## src/rtl/rv_fetch_pkg.sv

```systemverilog
// Shared types and sizing helpers for the RV32 instruction-fetch queue.
package rv_fetch_pkg;

   localparam int unsigned FETCH_XLEN  = 32;
   localparam int unsigned FETCH_ILEN  = 32;
   localparam int unsigned INSTR_BYTES = 4;

   typedef struct packed {
      logic [FETCH_XLEN-1:0] pc;
      logic [FETCH_ILEN-1:0] instr;
      logic                  filled;
   } fetch_entry_t;

   // Ring pointer width; DEPTH is a power of two so pointers wrap naturally.
   function automatic int unsigned ptr_w(input int unsigned depth);
      return (depth > 1) ? $clog2(depth) : 1;
   endfunction

   // Counter width able to hold the value DEPTH itself.
   function automatic int unsigned cnt_w(input int unsigned depth);
      return $clog2(depth + 1);
   endfunction

endpackage

```

## src/rtl/rv_fetch_queue_if.sv

```systemverilog
// Fetch-queue bus: imem request/response, EX/WB control and the IF/ID handshake.
// RV_FETCH_PERF_EN adds the performance counter outputs.
interface rv_fetch_queue_if
   import rv_fetch_pkg::*;
#(
   parameter int unsigned XLEN  = FETCH_XLEN,
   parameter int unsigned ILEN  = FETCH_ILEN,
   parameter int unsigned DEPTH = 4
);
   localparam int unsigned CNT_W = cnt_w(DEPTH);

   logic             imem_req_valid;
   logic [XLEN-1:0]  imem_req_addr;
   logic             imem_req_ready;
   logic             imem_rsp_valid;
   logic [ILEN-1:0]  imem_rsp_data;
   logic             redirect_valid;
   logic [XLEN-1:0]  redirect_pc;
   logic             halt;
   logic             out_valid;
   logic [XLEN-1:0]  out_pc;
   logic [ILEN-1:0]  out_instr;
   logic             out_ready;
   logic [CNT_W-1:0] occupancy;
`ifdef RV_FETCH_PERF_EN
   logic [31:0]      perf_stall_cycles;
   logic [31:0]      perf_flushes;
`endif

   // Fetch-queue side
   modport master (
      input  imem_req_ready, imem_rsp_valid, imem_rsp_data,
             redirect_valid, redirect_pc, halt, out_ready,
      output imem_req_valid, imem_req_addr, out_valid, out_pc, out_instr, occupancy
`ifdef RV_FETCH_PERF_EN
      , output perf_stall_cycles, perf_flushes
`endif
   );

   // Memory / pipeline side
   modport slave (
      output imem_req_ready, imem_rsp_valid, imem_rsp_data,
             redirect_valid, redirect_pc, halt, out_ready,
      input  imem_req_valid, imem_req_addr, out_valid, out_pc, out_instr, occupancy
`ifdef RV_FETCH_PERF_EN
      , input perf_stall_cycles, perf_flushes
`endif
   );

endinterface

```

## src/rtl/rv_fetch_queue_ring.sv

```systemverilog
// DEPTH-entry fetch ring: entries are allocated at tail, filled in order at the
// fill pointer and popped from head; flush empties the ring in one cycle.
module rv_fetch_ring
   import rv_fetch_pkg::*;
#(
   parameter  int unsigned DEPTH = 4,
   localparam int unsigned PTR_W = ptr_w(DEPTH),
   localparam int unsigned CNT_W = cnt_w(DEPTH)
) (
   input  logic                  clk,
   input  logic                  rst,
   input  logic                  flush_i,
   input  logic                  alloc_i,
   input  logic [FETCH_XLEN-1:0] alloc_pc_i,
   input  logic                  fill_i,
   input  logic [FETCH_ILEN-1:0] fill_instr_i,
   input  logic                  pop_i,
   output logic [FETCH_XLEN-1:0] head_pc_o,
   output logic [FETCH_ILEN-1:0] head_instr_o,
   output logic                  head_filled_o,
   output logic [CNT_W-1:0]      count_o,
   output logic [CNT_W-1:0]      unfilled_o
);

   fetch_entry_t     mem_q [DEPTH];
   logic [PTR_W-1:0] head_q, tail_q, fill_q;
   logic [CNT_W-1:0] count_q, unfilled_q;
   logic             do_fill, do_pop;

   // Guard against a fill with nothing outstanding and a pop of an unfilled head.
   assign do_fill = fill_i & (unfilled_q != '0);
   assign do_pop  = pop_i & head_filled_o;

   always_ff @(posedge clk or negedge rst) begin
      if (!rst) begin
         head_q     <= '0;
         tail_q     <= '0;
         fill_q     <= '0;
         count_q    <= '0;
         unfilled_q <= '0;
         for (int unsigned i = 0; i < DEPTH; i++) begin
            mem_q[i] <= '0;
         end
      end else if (flush_i) begin
         head_q     <= '0;
         tail_q     <= '0;
         fill_q     <= '0;
         count_q    <= '0;
         unfilled_q <= '0;
      end else begin
         if (alloc_i) begin
            mem_q[tail_q] <= '{pc: alloc_pc_i, instr: '0, filled: 1'b0};
            tail_q        <= tail_q + PTR_W'(1);
         end
         if (do_fill) begin
            mem_q[fill_q].instr  <= fill_instr_i;
            mem_q[fill_q].filled <= 1'b1;
            fill_q               <= fill_q + PTR_W'(1);
         end
         if (do_pop) begin
            head_q <= head_q + PTR_W'(1);
         end
         count_q    <= count_q + CNT_W'(alloc_i) - CNT_W'(do_pop);
         unfilled_q <= unfilled_q + CNT_W'(alloc_i) - CNT_W'(do_fill);
      end
   end

   assign head_pc_o     = mem_q[head_q].pc;
   assign head_instr_o  = mem_q[head_q].instr;
   assign head_filled_o = (count_q != '0) & mem_q[head_q].filled;
   assign count_o       = count_q;
   assign unfilled_o    = unfilled_q;

endmodule

```

## src/rtl/rv_fetch_queue.sv

```systemverilog
// RV32 fetch front end: PC generator, in-order imem request port and fetch ring.
// Define RV_FETCH_PERF_EN to add saturating stall and flush counters.
module rv_fetch_queue
   import rv_fetch_pkg::*;
#(
   parameter int unsigned     XLEN     = FETCH_XLEN,
   parameter int unsigned     ILEN     = FETCH_ILEN,
   parameter int unsigned     DEPTH    = 4,
   parameter logic [XLEN-1:0] RESET_PC = '0
) (
   input logic              clk,
   input logic              rst,
   rv_fetch_queue_if.master bus
);

   localparam int unsigned CNT_W = cnt_w(DEPTH);
   localparam int unsigned SUM_W = CNT_W + 1;

   logic [XLEN-1:0]       fetch_pc_q, fetch_pc_d;
   logic [CNT_W-1:0]      drop_q, drop_d;
   logic [CNT_W-1:0]      count, unfilled;
   logic [SUM_W-1:0]      inflight;
   logic [FETCH_XLEN-1:0] head_pc;
   logic [FETCH_ILEN-1:0] head_instr;
   logic                  head_filled;
   logic                  req_valid, accept, rsp_keep, out_valid, pop;

   // Entries held plus responses still owed to a flushed stream bound issue.
   assign inflight  = SUM_W'(count) + SUM_W'(drop_q);
   assign req_valid = rst & ~bus.halt & ~bus.redirect_valid & (inflight < SUM_W'(DEPTH));
   assign accept    = req_valid & bus.imem_req_ready;
   assign rsp_keep  = bus.imem_rsp_valid & (drop_q == '0) & ~bus.redirect_valid;
   assign out_valid = head_filled & ~bus.halt;
   assign pop       = out_valid & bus.out_ready & ~bus.redirect_valid;

   // Redirect replaces the PC and converts every outstanding request into a drop.
   always_comb begin
      fetch_pc_d = fetch_pc_q;
      drop_d     = drop_q;
      if (bus.redirect_valid) begin
         fetch_pc_d = bus.redirect_pc & ~XLEN'(INSTR_BYTES - 1);
         drop_d     = drop_q + unfilled - CNT_W'(bus.imem_rsp_valid);
      end else begin
         if (accept) begin
            fetch_pc_d = fetch_pc_q + XLEN'(INSTR_BYTES);
         end
         if (bus.imem_rsp_valid && (drop_q != '0)) begin
            drop_d = drop_q - CNT_W'(1);
         end
      end
   end

   always_ff @(posedge clk or negedge rst) begin
      if (!rst) begin
         fetch_pc_q <= RESET_PC;
         drop_q     <= '0;
      end else begin
         fetch_pc_q <= fetch_pc_d;
         drop_q     <= drop_d;
      end
   end

   rv_fetch_ring #(
      .DEPTH (DEPTH)
   ) u_ring (
      .clk           (clk),
      .rst           (rst),
      .flush_i       (bus.redirect_valid),
      .alloc_i       (accept),
      .alloc_pc_i    (FETCH_XLEN'(fetch_pc_q)),
      .fill_i        (rsp_keep),
      .fill_instr_i  (FETCH_ILEN'(bus.imem_rsp_data)),
      .pop_i         (pop),
      .head_pc_o     (head_pc),
      .head_instr_o  (head_instr),
      .head_filled_o (head_filled),
      .count_o       (count),
      .unfilled_o    (unfilled)
   );

   assign bus.imem_req_valid = req_valid;
   assign bus.imem_req_addr  = fetch_pc_q;
   assign bus.out_valid      = out_valid;
   assign bus.out_pc         = (count != '0) ? XLEN'(head_pc) : '0;
   assign bus.out_instr      = (count != '0) ? ILEN'(head_instr) : '0;
   assign bus.occupancy      = count;

`ifdef RV_FETCH_PERF_EN
   logic [31:0] perf_stall_q, perf_flush_q;

   // Saturating event counters
   always_ff @(posedge clk or negedge rst) begin
      if (!rst) begin
         perf_stall_q <= '0;
         perf_flush_q <= '0;
      end else begin
         if (!out_valid && !bus.halt && (perf_stall_q != '1)) begin
            perf_stall_q <= perf_stall_q + 32'd1;
         end
         if (bus.redirect_valid && (perf_flush_q != '1)) begin
            perf_flush_q <= perf_flush_q + 32'd1;
         end
      end
   end

   assign bus.perf_stall_cycles = perf_stall_q;
   assign bus.perf_flushes      = perf_flush_q;
`endif

endmodule

```

## src/flat_wrapper.sv

```systemverilog
// flat-port wrapper written by rule: the top's interface ports become plain ports
module rv_fetch_queue_flat import rv_fetch_pkg::*;
#(
   parameter int unsigned     XLEN     = FETCH_XLEN,
   parameter int unsigned     ILEN     = FETCH_ILEN,
   parameter int unsigned     DEPTH    = 4,
   parameter logic [XLEN-1:0] RESET_PC = '0
)
  (clk, rst, bus_imem_req_ready, bus_imem_rsp_valid, bus_imem_rsp_data, bus_redirect_valid, bus_redirect_pc, bus_halt, bus_out_ready, bus_imem_req_valid, bus_imem_req_addr, bus_out_valid, bus_out_pc, bus_out_instr, bus_occupancy);
  rv_fetch_queue_if #(.XLEN(XLEN), .ILEN(ILEN), .DEPTH(DEPTH)) bus_i ();
  input logic clk;
  input logic rst;
  input wire logic [$bits(bus_i.imem_req_ready)-1:0] bus_imem_req_ready;
  input wire logic [$bits(bus_i.imem_rsp_valid)-1:0] bus_imem_rsp_valid;
  input wire logic [$bits(bus_i.imem_rsp_data)-1:0] bus_imem_rsp_data;
  input wire logic [$bits(bus_i.redirect_valid)-1:0] bus_redirect_valid;
  input wire logic [$bits(bus_i.redirect_pc)-1:0] bus_redirect_pc;
  input wire logic [$bits(bus_i.halt)-1:0] bus_halt;
  input wire logic [$bits(bus_i.out_ready)-1:0] bus_out_ready;
  output wire logic [$bits(bus_i.imem_req_valid)-1:0] bus_imem_req_valid;
  output wire logic [$bits(bus_i.imem_req_addr)-1:0] bus_imem_req_addr;
  output wire logic [$bits(bus_i.out_valid)-1:0] bus_out_valid;
  output wire logic [$bits(bus_i.out_pc)-1:0] bus_out_pc;
  output wire logic [$bits(bus_i.out_instr)-1:0] bus_out_instr;
  output wire logic [$bits(bus_i.occupancy)-1:0] bus_occupancy;
  assign bus_i.imem_req_ready = bus_imem_req_ready;
  assign bus_i.imem_rsp_valid = bus_imem_rsp_valid;
  assign bus_i.imem_rsp_data = bus_imem_rsp_data;
  assign bus_i.redirect_valid = bus_redirect_valid;
  assign bus_i.redirect_pc = bus_redirect_pc;
  assign bus_i.halt = bus_halt;
  assign bus_i.out_ready = bus_out_ready;
  assign bus_imem_req_valid = bus_i.imem_req_valid;
  assign bus_imem_req_addr = bus_i.imem_req_addr;
  assign bus_out_valid = bus_i.out_valid;
  assign bus_out_pc = bus_i.out_pc;
  assign bus_out_instr = bus_i.out_instr;
  assign bus_occupancy = bus_i.occupancy;
  rv_fetch_queue #(.XLEN(XLEN), .ILEN(ILEN), .DEPTH(DEPTH), .RESET_PC(RESET_PC)) u_core (.clk(clk), .rst(rst), .bus(bus_i));
endmodule
```

## config.mk

```make
export PLATFORM = sky130hd
export DESIGN_NAME = rv_fetch_queue_flat
export DESIGN_NICKNAME = d
export VERILOG_FILES = /design/src/rtl/rv_fetch_pkg.sv /design/src/rtl/rv_fetch_queue_if.sv /design/src/rtl/rv_fetch_queue_ring.sv /design/src/rtl/rv_fetch_queue.sv /design/src/flat_wrapper.sv
export SDC_FILE = /design/constraint.sdc
export NUM_CORES = 1
export LEC_CHECK = 0
export CAP_MARGIN = 15
export CORE_AREA = 2 2 174 176
export DETAILED_ROUTE_END_ITERATION = 12
export DIE_AREA = 0 0 176 178
export HOLD_SLACK_MARGIN = 0.1
export PLACE_DENSITY = 0.84
export SETUP_SLACK_MARGIN = 0.2
export SLEW_MARGIN = 20
export SYNTH_ARGS = -nofsm -noshare
export SYNTH_HDL_FRONTEND = slang
export SYNTH_SLANG_ARGS = --single-unit
```

## constraint.sdc

```tcl
create_clock -name clk -period 5.35 [get_ports clk]
set_input_delay 1.07 -clock clk [delete_from_list [all_inputs] [get_ports clk]]
set_output_delay 1.07 -clock clk [all_outputs]
set_load 0.01 [all_outputs]
```

**Word-level counts from Yosys, hierarchy flattened**

Cells that the tools add are included.

- Word-level logic and storage cells: 94
- Output and inout port bits: 101
- Bits of input ports: 71
- Register bits after elaboration: 307

- Bitwise operators: 17
- $lt $le $gt $ge: 6
- Muxes and demuxes: 29
- Reduce and logical (&&, ||, !) cells: 11
- Add/subtract/negate cells: 12

Operators with widths:

| kind | count |
|---|---|
| 260-bit bitwise mux | 3 |
| 260-bit two-way mux | 3 |
| 65-bit demux with 2-bit select | 3 |
| 65-bit two-way mux | 3 |
| 65-bit binary-select mux with 2-bit select | 1 |
| 32-bit two-way mux | 4 |
| 33-bit two-way mux | 1 |
| 32-bit by 3-bit adder with 32-bit output (second input constant) | 1 |
| 1-bit AND | 12 |
| 2-bit two-way mux | 6 |
| 3-bit two-way mux | 4 |
| 3-bit greater-or-equal comparator (second input constant) | 3 |
| 2-bit NOT with 3-bit output | 3 |
| 3-bit nonzero test | 3 |
| 3-bit by 1-bit subtractor with 3-bit output | 3 |
| 2-bit nonzero test | 4 |
| 2-bit by 1-bit adder with 2-bit output (second input constant) | 3 |
| 3-bit by 1-bit adder with 3-bit output | 2 |
| 3-bit by 1-bit < comparator with 1-bit output (second input constant) | 2 |
| 3-bit by 3-bit adder with 4-bit output | 1 |
| 4-bit by 3-bit < comparator with 1-bit output (second input constant) | 1 |
| 3-bit adder | 1 |
| 1-bit logical AND | 3 |
| 3-bit zero test | 1 |
| other kinds (3) | 4 |

**Depth between registers and ports, before layout**

- Depth in word-level cells: 11
- Mapped depth: 13
- Gate-level depth less buffers: 11

**By module**

From an unflattened synthesis, not the netlist that was laid out.

- Cells, all modules: 1,207
- Area total of the unflattened synthesis: 15,305.9 sq um

Modules (own cells, without submodules):

| module | cells an instance | times used | area each (sq um) |
|---|---|---|---|
| rv_fetch_ring | 884 | 1 | 12,667.1 |
| rv_fetch_queue | 323 | 1 | 2,638.8 |

**Worst setup path after synthesis**

No wires, ideal clock.

- Kind: input port to flip-flop
- Start: input port bus_redirect_valid
- End: register u_core.u_ring.count_q[2] (netlist: u_core.u_ring.count_o[2])
- Cell stages on the path: 13
- Setup slack: 2.194 ns
- Arrival: 3.024 ns
- Path buffers: 3
- Path through: buf_2 nor2_1 and4_1 buf_4 inv_2 clkbuf_1 ha_1 inv_1 ha_1 inv_1 fa_1 xnor2_1 nor2_1

- Longest elaborated chain between the ends: 7
- Elaborated cells on any way between the ends: 9
- Those cells by class: add/sub: 2; mux: 1; bitwise: 6

RTL lines:

| element | RTL line | RTL |
|---|---|---|
| start, declared | flat_wrapper.sv:16 | `input wire logic [$bits(bus_i.redirect_valid)-1:0] bus_redirect_valid;` |
| 1-bit NOT | rv_fetch_queue.sv:30, rv_fetch_queue.sv:34 |  |
| 1-bit AND (2 in series) | rv_fetch_queue.sv:30 | `assign req_valid = rst & ~bus.halt & ~bus.redirect_valid & (inflight < SUM_W'(DEPTH));` |
| 1-bit AND | rv_fetch_queue.sv:31 | `assign accept = req_valid & bus.imem_req_ready;` |
| 3-bit by 1-bit adder with 3-bit output | rv_fetch_queue_ring.sv:63 | `count_q <= count_q + CNT_W'(alloc_i) - CNT_W'(do_pop);` |
| 3-bit by 1-bit subtractor with 3-bit output | rv_fetch_queue_ring.sv:63 |  |
| 3-bit two-way mux (*) | rv_fetch_queue_ring.sv:44 | `end else if (flush_i) begin` |
| end signal, assigned | rv_fetch_queue_ring.sv:63 |  |
| end, declared | rv_fetch_queue_ring.sv:27 | `logic [CNT_W-1:0] count_q, unfilled_q;` |

Every way passes the cells marked *; elsewhere a longest branch is shown, timed or not.
A chain may end at the register's enable or synchronous reset.

**Final worst setup path**

- Start: register u_core.u_ring.head_q[1]
- End: output port bus_out_instr[16]

- Longest elaborated chain between the ends: 5

RTL lines:

| element | RTL line | RTL |
|---|---|---|
| start, declared | rv_fetch_queue_ring.sv:26 | `logic [PTR_W-1:0] head_q, tail_q, fill_q;` |
| start signal, assigned | rv_fetch_queue_ring.sv:61 | `head_q <= head_q + PTR_W'(1);` |
| 2-bit NOT with 3-bit output (implied by the code) | rv_fetch_queue_ring.sv:69 | `assign head_instr_o = mem_q[head_q].instr;` |
| 65-bit binary-select mux with 2-bit select | rv_fetch_queue_ring.sv:69 |  |
| 65-bit two-way mux (2 in series) | - |  |
| 32-bit two-way mux | rv_fetch_queue.sv:85 | `assign bus.out_instr = (count != '0) ? ILEN'(head_instr) : '0;` |
| end, declared | flat_wrapper.sv:24 | `output wire logic [$bits(bus_i.out_instr)-1:0] bus_out_instr;` |

Every way passes these cells. The select of a mux whose other input is x is not followed.

==> flow_summary.json <==
{
  "status": "completed",
  "ys.flop_type": "dfrtp_1",
  "cts_hold_buf": 0,
  "synth-simple-area-share": 0.194,
  "setup_violations": 0,
  "synth_area_leader_cell": "dfrtp_1",
  "setup_tns_ps": 0,
  "maxSlewViolCount": 0,
  "synthAdderAreaFrac": 0.0214,
  "vias": 10900,
  "crit_arrival_ps": 3000,
  "drc": 0,
  "ir_drop_mv": 0.216,
  "syn_to_final_growth_pct": 19.4,
  "drt-pass1-iter-count": 5,
  "ys_warn_count": 0,
  "cts_resized": 0,
  "pin_count": 172,
  "fp.dieW_um": 176,
  "power_switching_uw": 1340,
  "cp_max_fo": 37,
  "dieHeight_um": 178,
  "num_antenna_cells": 0,
  "clock_latency_ps": 550,
  "critPathRequiredTime_ps": 4280,
  "seqPwrFrac": 0.479,
  "clockBufferDepth": 3,
  "postRouteAntennaNets": 0,
  "p_int_uw": 4080,
  "synth_top_family_by_area": "simple AND/OR/NAND/NOR gates",
  "globalRouteOverflowTotal": 0,
  "hp-class": "input port to async pin",
  "leakage_uw": 0.00820,
  "numCtsBuffers": 30,
  "grt_start_max_net_pins": 159,
  "n_fill_cell": 2333,
  "tightest_slew_ps": 1090,
  "maxCapViolations": 0,
  "p_per_area_nw_per_um2": 312,
  "placed_area_um2": 16300,
  "synth_mux_area_frac": 0.190,
  "cts_tree": "yes",
  "yosysMostFrequentCell": "nand2_1",
  "synth.yosys.seq_area_share": 0.512,
  "grt_pass1_wl_um": 60700,
  "finalHoldViolCount": 0,
  "swShare": 0.247,
  "syn_inst": 1317,
  "grt_usage": 0.244,
  "vias_per_cell": 5.90,
  "fin_nets": 1525,
  "cts_root_buf": "clkbuf_16",
  "post_cts_buffers": 0,
  "slew_headroom": 0.268,
  "gp_congestion": 0.809,
  "clock_power_share": 0.387,
  "synth_compound_area_frac": 0.0327,
  "crit_path_end_kind": "output pin",
  "finalCriticalPeriod_ps": 4070,
  "die-area_um2": 31300,
  "wire_per_inst_um": 20.6,
  "synth_edf_count": 0,
  "avgSynthCellArea_um2": 11.0,
  "drt_wl_total_um": 38100,
  "fin_skew_ps": 12.1,
  "cts_htree_levels": 1,
  "numPortBuffers": 165,
  "dpl.hpwl_um": 22500,
  "yosysUniqueCellTypes": 51,
  "ys_async_sr_fraction": 1.00,
  "synth_top_cell_area_share": 0.512,
  "rsz0062_at_grt": "false",
  "start_util": 0.494,
  "placementRows": 63,
  "ys_ff_latch": 297,
  "grt_pass1_vias": 11600,
  "synth_area_leaders": "dfrtp_1 (51%), mux4_2 (9.8%), nand2_1 (8.2%)",
  "synthTopCellsByCount": "nand2_1 (317), dfrtp_1 (297), nand3_1 (150)",
  "cts.sinks": 297,
  "drive_above_1_share": 0.164,
  "r2r_slack_ps": 2010,
  "pwr-share-comb": 0.134,
  "antenna_found_initial": 1,
  "multi_input_area_um2": 6480,
  "fin_crit_sh": 0.761,
  "synth_xor_area_frac": 0.00603,
  "fin_area_um2": 17300,
  "cp-start-kind": "flip-flop",
  "critPathKind": "flip-flop to output pin",
  "max_freq_mhz": 246,
  "first_iter_violations": 1010,
  "regArea_um2": 7440,
  "clk_pin_slew_ps": 60,
  "core-area_um2": 29400,
  "netlist_area_um2": 14500
}
==> placed cells by master, fill, tap and decap left out, types with 20 or more instances in the layout <==
master             n
clkbuf_16         31
clkdlybuf4s50_1  163
dfrtp_1          295
ha_1              20
mux2_1            25
mux2_2            88
mux4_2            63
nand2_1          314
nand3_1          150
nor2_1            21
nor2b_1           65
o21ai_0           26
==> state kept, by name, indices dropped and copies added, names as in the netlist <==
register and count:
u_core.u_ring.mem_q 252, u_core.bus.imem_req_addr 30, u_core.drop_q 3, u_core.u_ring.count_o 3, u_core.u_ring.unfilled_o 3, u_core.u_ring.fill_q 2
u_core.u_ring.head_q 2, u_core.u_ring.tail_q 2
==> cells by family (layout without fill, tap and decap cells) <==
kind of cell | after synthesis | after routing
and+or+nand+nor | 607 | 607
xor gates and xnor gates | 10 | 10
adders and majority gates | 23 | 23
DFF | 297 | 297
buffers and inverters | 126 | 261
other | 1 | 4
muxes | 183 | 183
AOI/OAI and AO/OA | 70 | 70
==> worst max-delay path, stage by stage (launching register included) <==
cell	delay [ps]
dfrtp_4	890
buf_4	380
mux4_2	540
nor2b_1	140
clkdlybuf4s50_1	490
==> area by class of cell <==
type | instances | area share
clock inverters | 9 | 0.00419
repair buffers | 188 | 0.108
multi-input cells | 897 | 0.374
well taps | 390 | 0.0281
inverters | 17 | 0.00368
flip-flops and latches | 297 | 0.429
clock buffers | 47 | 0.0528
==> worst paths after layout <==
kind                                               start                       end  cells after the start
worst max-delay path             u_core.u_ring.head_q[1]         bus_out_instr[16]                      4
worst min-delay path                                 rst  u_core.u_ring.mem_q[236]                      1
worst max register to register  u_core.u_ring.count_o[2]  u_core.u_ring.mem_q[108]                      7
worst min register to register  u_core.u_ring.mem_q[195]  u_core.u_ring.mem_q[195]                      2
max in group asynchronous                            rst  u_core.u_ring.mem_q[253]                      3
min in group clk                u_core.u_ring.mem_q[195]  u_core.u_ring.mem_q[195]                      2
==> per-stage QoR <==
stage                     power [uW]   util  hold slack (ps)  setup slack, ps  cells
after global placement          3310  0.555              458             1260   1788
after floorplan                 3050      -              442             2190   1320
final                           5410  0.590              460             1280   1845
after global routing            5610  0.590              485             1160   1845
after detailed placement        3350  0.555              468             1190   1788
after CTS                       5440  0.589              463             1070   1844
==> power by group through the flow <==
stage               Sequential [uW]  Clock (uW)  Combinational, uW
floorplan                      2570           0                482
global placement               2610           0                696
detailed placement             2630           0                723
CTS                            2590        2120                731
global route                   2610        2200                792
finish                         2590        2090                725
==> per-layer routing <==
layer	wire (um)	vias up	track usage
met5	0	-	0
met4	967	0	0.0926
met2	19300	486	0.420
met3	2460	83	0.0350
met1	15300	5528	0.314
li1	-	4781	-
Note: power is estimated with default switching activity, not from simulation.
==> patch, RTL diff (config.mk and constraints unchanged) <==
Change the package constant `FETCH_ILEN` from 32 to 16.
--- a/src/rtl/rv_fetch_pkg.sv
+++ b/src/rtl/rv_fetch_pkg.sv
@@ -4,3 +4,3 @@
    localparam int unsigned FETCH_XLEN  = 32;
-   localparam int unsigned FETCH_ILEN  = 32;
+   localparam int unsigned FETCH_ILEN  = 16;
    localparam int unsigned INSTR_BYTES = 4;
Ports: changed (resized bus_imem_rsp_data and bus_out_instr); port bits go from 172 to 140. The function was not compared with the original's and may differ.
==> patch against the original RTL <==
  * First-iteration DRC count is 31% lower
  * Cell area fell by 19%
  * Worst setup slack improved by 0.082 ns
  * Total power is 15% lower
  * Routed wire length fell by 22%
  * Global-route usage shrank 5.2 points
  * Register-to-register slack gained 0.16 ns
  * Fmax grew 2.1%
  * Sequential cell count shrank 64
  * Area after synthesis is 21% lower
  * Highest routed layer is now met5
==> patch: results (changes against the original RTL) <==
comb_multi_in 696 (-22%); crit path max fanout 25 (-32%); first-pass GRT wire length 47,400 µm (-22%); NonClk Buf Share 0.1039 (-0.004176); via count 8,330 (-23%); Sw Ratio 0.2561 (+0.009231); Final Core Density 0.4757 (-0.1140); # fillers 2,603 (+12%); dpl hpwl 19,200 µm (-15%); GR met3 Demand/Resource 0.03282 (-0.002131); pre-CTS WS 1.347 ns (+0.1538 ns); Ant. Diodes 2 (+2); Routability Congestion 0.7965 (-1.6%); DR iter-0 viols 700 (-31%); xor and xnor area share after synthesis 0.01143 (+0.005402); compound-gate portion of the synthesized area 0.04073 (+0.008066); max reg flops 188 (-25%); clock buffer count from CTS 27 (-10%); cells after synthesis 1,025 (-22%); post-synthesis mux area share 0.1993 (+0.009088); metal3 WL 1930 µm (-22%); met2 Usage GRT 0.3118 (-0.1079); Synth top cells by count dfrtp_1 (233), nand2_1 (202), mux2_2 (92); Gate power share 0.152 (+0.018); ClkCell Share 0.06334 (+0.006324); fin cells 1,534 (-17%); Setup Skew 0.01706 ns (+0.004911 ns); Max Used Layer met5; status completed; final wirelength 29,670 µm (-22%)
[patch: cell count changes after synthesis, sizes merged, moves of 5 or more]
cell / before / now
a221o: 11 / 1
and2: 6 / 11
buf: 59 / 38
clkbuf: 50 / 42
dfrtp: 297 / 233
mux2: 113 / 104
mux4: 63 / 47
nand2: 318 / 204
nand3: 150 / 85
nand4: 13 / 8
nor2b: 65 / 52
o21ai: 27 / 37
[patch: worst paths after layout]
path | start | endpoint | slack, ns
min in group clk | u_core.u_ring.mem_q[42] | u_core.u_ring.mem_q[42] | 0.47
max in group asynchronous | rst | u_core.u_ring.mem_q[103] | 2.77
worst max register to register | u_core.u_ring.count_o[2] | u_core.u_ring.unfilled_o[2] | 2.17
worst min-delay path | rst | u_core.bus.imem_req_addr[20] | 0.47
worst max-delay path | u_core.u_ring.head_q[0] | bus_out_pc[30] | 1.36
worst min register to register | u_core.u_ring.mem_q[42] | u_core.u_ring.mem_q[42] | 0.47
